### src/rtl/regfile_pkg.sv
// Shared types and parameter defaults for the parametrised register file.
// Latency: n/a (types and constants only).
// Backpressure: n/a.
package regfile_pkg;

  localparam int N_DEF      = 8;
  localparam int A_DEF      = 5;
  localparam int BYPASS_DEF = 0;

  typedef enum logic {
    CLEAR = 1'b0,
    RUN   = 1'b1
  } regfile_state_t;

endpackage

### src/rtl/regfile_clear_fsm.sv
// Post-reset sweep sequencer: walks entries 1..DEPTH-1 issuing zero-writes, then idles in RUN.
// Latency: DEPTH-1 posedges from reset release to busy low; busy is decoded straight from the state flop.
// Backpressure: none; the sweep cannot be stalled, only restarted by nreset.
module regfile_clear_fsm
  import regfile_pkg::*;
#(
  parameter int A = A_DEF
) (
  input  logic         clk,
  input  logic         nreset,
  output logic         busy,
  output logic         clr_we,
  output logic [A-1:0] clr_addr
);

  localparam logic [A-1:0] LAST_ADDR = {A{1'b1}};

  regfile_state_t state;
  regfile_state_t state_nxt;
  logic [A-1:0]   ptr;
  logic [A-1:0]   ptr_nxt;

  // State and sweep pointer; reset restarts the sweep at entry 1 from any state.
  always_ff @(posedge clk) begin
    if (!nreset) begin
      state <= CLEAR;
      ptr   <= A'(1);
    end else begin
      state <= state_nxt;
      ptr   <= ptr_nxt;
    end
  end

  // Advance the pointer while clearing; leave CLEAR after the last entry is zeroed.
  always_comb begin
    state_nxt = state;
    ptr_nxt   = ptr;
    if (state == CLEAR) begin
      ptr_nxt = ptr + A'(1);
      if (ptr == LAST_ADDR) begin
        state_nxt = RUN;
      end
    end
  end

  // Sweep strobe is suppressed while nreset is low so storage is untouched during reset.
  always_comb begin
    busy     = (state == CLEAR);
    clr_we   = (state == CLEAR) && nreset;
    clr_addr = ptr;
  end

endmodule

### src/rtl/regfile_param.sv
// 2**A x N register file, entry 0 reads zero, two combinational read ports, one write port, optional bypass.
// Latency: reads are combinational; writes land on the posedge (same cycle on a read port when BYPASS=1).
// Backpressure: writes are silently dropped while busy (post-reset clear sweep).
module regfile_param
  import regfile_pkg::*;
#(
  parameter int N      = N_DEF,
  parameter int A      = A_DEF,
  parameter int BYPASS = BYPASS_DEF
) (
  input  logic         clk,
  input  logic         nreset,
  input  logic         we,
  input  logic [A-1:0] waddr,
  input  logic [N-1:0] wdata,
  input  logic [A-1:0] raddr1,
  input  logic [A-1:0] raddr2,
  output logic [N-1:0] rdata1,
  output logic [N-1:0] rdata2,
  output logic         busy
);

  localparam int DEPTH = 2 ** A;

  logic [N-1:0] mem [DEPTH];
  logic         clr_we;
  logic [A-1:0] clr_addr;
  logic         run_we;

  regfile_clear_fsm #(
    .A (A)
  ) u_clear_fsm (
    .clk      (clk),
    .nreset   (nreset),
    .busy     (busy),
    .clr_we   (clr_we),
    .clr_addr (clr_addr)
  );

  // A normal write needs RUN and a non-zero target; entry 0 is never stored.
  assign run_we = we && !busy && (waddr != '0);

  // Single write port: the clear sweep has priority, nothing is written during reset.
  always_ff @(posedge clk) begin
    if (nreset) begin
      if (clr_we) begin
        mem[clr_addr] <= '0;
      end else if (run_we) begin
        mem[waddr] <= wdata;
      end
    end
  end

  // One read port: zero for entry 0 or while clearing, else optional forward of the pending write.
  function automatic logic [N-1:0] read_port(input logic [A-1:0] ra);
    logic [N-1:0] val;
    if (busy || (ra == '0)) begin
      val = '0;
    end else if ((BYPASS != 0) && run_we && (ra == waddr)) begin
      val = wdata;
    end else begin
      val = mem[ra];
    end
    return val;
  endfunction

  // Both ports resolve bypass independently.
  always_comb begin
    rdata1 = read_port(raddr1);
    rdata2 = read_port(raddr2);
  end

endmodule

### config.mk
export PLATFORM = sky130hd
export DESIGN_NAME = regfile_param
export DESIGN_NICKNAME = d
export VERILOG_FILES = /design/src/rtl/regfile_pkg.sv /design/src/rtl/regfile_clear_fsm.sv /design/src/rtl/regfile_param.sv
export SDC_FILE = /design/constraint.sdc
export NUM_CORES = 1
export LEC_CHECK = 0
export BUFFER_PORTS_ARGS = -buffer_cell sky130_fd_sc_hd__buf_2
export CAP_MARGIN = 20
export CORE_MARGIN = 2
export CORE_UTILIZATION = 45
export CTS_CLUSTER_SIZE = 30
export DETAILED_ROUTE_END_ITERATION = 10
export PLACE_DENSITY = 0.66
export SYNTH_ARGS = -nofsm -noshare
export SYNTH_HDL_FRONTEND = slang
export SYNTH_SLANG_ARGS = --single-unit
### constraint.sdc
create_clock -name clk -period 5.6 [get_ports clk]
set_input_delay 1.12 -clock clk [delete_from_list [all_inputs] [get_ports clk]]
set_output_delay 1.12 -clock clk [all_outputs]
set_load 0.02 [all_outputs]
==> impl_results.md <==
* Status: completed
* Worst R2R Start: u_clear_fsm.state
* Leak Pwr at around 4.7 nW
* Final Hold Fails at 0
* Syn. warnings at 0
* Initial antenna violation count at 0
* Post-DP HPWL at approximately 23 mm
* Cell variety after synth at 54
* Initial Util at 45.4%
* RSZ-0062 raised after global routing: no
* FP Rows at 62
* Setup Viol. Count Final at 0
* Layout Cells excl Fill at around 1200
* Mapped Nets at between 800 and 900
* CTS Sinks at roughly 260
* Total grt overflow at 0
* Die X at 174 um
* Die area at roughly 30000 um^2
* Wire length of the first global-routing pass at approximately 50 mm
* DRT antenna net count at 0
* Post-cts resize count at 0
* Fin Setup TNS at 0 ns
* Hold_buf cts at 0
* Via count at just under 8000
* Layout area overhead at 12.1%
* Fin crit share at a little under nine tenths
* Hold path start: u_clear_fsm.clr_addr[0]
* Critical path origin: raddr1[1]
* Slowest CP cell: buf_2
* Max Slew Vio Count at 0
* Core area at 28500 um^2
* Clk_lat worst skew at ~0.54 ns
* VDD IR-drop max at 0.306 mV
* Fin util at between 50 and 60%
* DR vias/cell at 6.29
* Switch share at about a fifth
* Global-route usage over all layers at between 20% and 30%
* Post-synth EDFFs at approximately 260
* Die height at roughly 170 um
* Placement Cell Area at between 10000 and 15000 um^2
* Routed WL at approximately 34 mm
* Synth Area in Simple Gates at roughly 6.3%
* Finished Cell Area at between 10000 and 15000 um^2
* DR pass1 iterations at 5
* DP Cell Count at roughly 1200
* Post-layout nets at 869
* Register area at 7810 um^2
* Seq/Total Area, Yosys at 60.2%
* Clk pin slew, worst setup/hold paths at ~0.06 ns
* P_int at about 3.3 mW
* Final worst path period need at about 4.8 ns
* Syn Area/Cell at between 15 and 20 um^2
* Cell mode on critical path: buf_2
* Mapped Cells at slightly below 800
* ANT cells at 0
* Root Driver: clkbuf_16
* Power Dens Cells at about 290 nW/um^2
* Delay of the slowest critical-path stage at between 0.6 and 0.7 ns
* Slew @ Worst Pin at about 1.2 ns
* CP Class: input pin to output pin
* Gpl congestion at 0.883
* CTS max path bufs at 3
* Largest net degree at the start of global routing at 39
* Net switching power at around 900 uW
* Peak fanout along the critical path at 27
* Max_cap viols at 0
* Sequential power share at between 50% and 60%
* Iter 0 DRT Violations at approximately 1000
* Compound-Gate Fraction of Synth Area at 5.65%
* Rel. slew slack at ~23%
* Worst-path cell chain: buf_2, buf_4, mux4_1, mux2_2, a221oi_1, a211oi_1, buf_2
* DRC viols at 0
* Layout cells sized above 1 at 24.5%
* Main synth FF type: edfxtp_1
* Layout Skew at around 0.011 ns
* CTS tree: done
* Crit. End Element: output pin
* Hold WC Path Type: flop to flop
* Comb power frac at roughly 6.3%
* Ys async rst share at 0%
* Largest family of logic cells by synthesized area: multiplexers
* Mapped Area at 13000 um^2
* Fraction of synthesized area in multiplexers at 24.8%
* Filler instances at ~2400
* Worst path arrival time at 3.71 ns
* Avg WL per Cell at around 27 um
* Worst EP required at about 4.5 ns
* Max Clk Rate at 207 MHz
* Power after layout at ~4.2 mW
* I/O pins at 43
* Synth Register Bits at between 200 and 300
* Clk pwr share at between 40% and 50%
* Post-Synth XOR/XNOR Area at less than 1%
* CTS buffer count at 28
* Startpoint Class: input pin
* Setup bufs post-CTS at 0
* Vias in the first global route at approximately 7800
* Post-Synth Adder-Cell Area at less than 1%
* Multi-input logic area at 4820 um^2
* Port Buffers at 42
* H-tree level count at 1
[area by class of cell]
type,instances,area share (%)
Clock buffer,39,5.59
Clock inverter,10,0.714
Inverter,5,0.129
Multi-Input combinational cell,470,33.2
Sequential cell,262,53.7
Tap cell,384,3.30
Timing Repair Buffer,74,3.42
[metrics by stage]
stage	hold slack, ns	setup WS [ns]
2_1_floorplan	0.488	1.72
3_3_place_gp	0.506	0.784
3_5_place_dp	0.536	0.754
4_1_cts	0.546	0.750
5_1_grt	0.579	0.674
6_report	0.534	0.766
[path summary, 6_finish.rpt]
check	endpoint	slack (ns)	cells past startpoint
max	rdata1[4]	0.77	7
min	u_clear_fsm.clr_addr[0]	0.53	2
max reg2reg	mem[6][1]	2.51	4
min reg2reg	u_clear_fsm.clr_addr[0]	0.53	2
[cells in the final DEF (no fill, tap or decap), types with 11 or more instances in the layout]
cell         n
nand4_1     11
a21oi_1     25
nor2_1      35
mux2i_1     97
and2_1      12
buf_2       40
clkbuf_16   29
o221ai_1    19
nand3_1     26
mux2_2      24
nand2_1     35
edfxtp_1   256
mux4_2      62
mux4_1      22
buf_4       28
[per-layer routing]
metal	up-vias	track usage [%]	routed length, um
met5	-	0	0
met4	0	7.56	1150
met3	52	4.43	2720
met2	374	35.2	15800
met1	3998	32.0	14500
li1	3396	-	-
[cells in the mapped netlist (11+ instances only)]
cell / n / area share, %
nand3_1: 26 / 1.0
buf_2: 25 / 0.96
o221ai_1: 19 / 1.3
edfxtp_1: 256 / 59
nand2_1: 35 / 1.0
clkbuf_1: 15 / 0.43
mux4_2: 62 / 11
mux2_2: 24 / 2.1
nor3_1: 11 / 0.42
nor2_1: 35 / 1.0
mux2i_1: 97 / 7.5
a21oi_1: 25 / 0.96
nand4_1: 11 / 0.53
mux4_1: 22 / 4.5
and2_1: 12 / 0.58
[state kept, by name, summed over array words and instances (netlist names)]
register              cells
u_clear_fsm.state         1
u_clear_fsm.clr_addr      5
mem                     256
[power by group through the flow]
stage | clock (mW) | sequential (mW) | combinational (mW)
finish | 1.83 | 2.15 | 0.267
global route | 1.93 | 2.15 | 0.284
CTS | 1.85 | 2.15 | 0.266
detailed placement | 0 | 2.19 | 0.265
global placement | 0 | 2.19 | 0.262
floorplan | 0 | 2.18 | 0.195
[critical path: cells and delay by family]
kind                   cells  cell delay, ns
AOI/OAI and AO/OA          2            0.49
buffers and inverters      3            1.19
muxes                      2            0.90
[logic make-up after synthesis]
group                    Yosys count
flip-flops                       262
multiplexers                     205
AND/OR/NAND/NOR                  162
AO/OA/AOI/OAI                     99
buffers and inverters             62
XOR/XNOR                           2
adder cells (fa/ha/maj)            2
(Power assumes the default switching activity.)
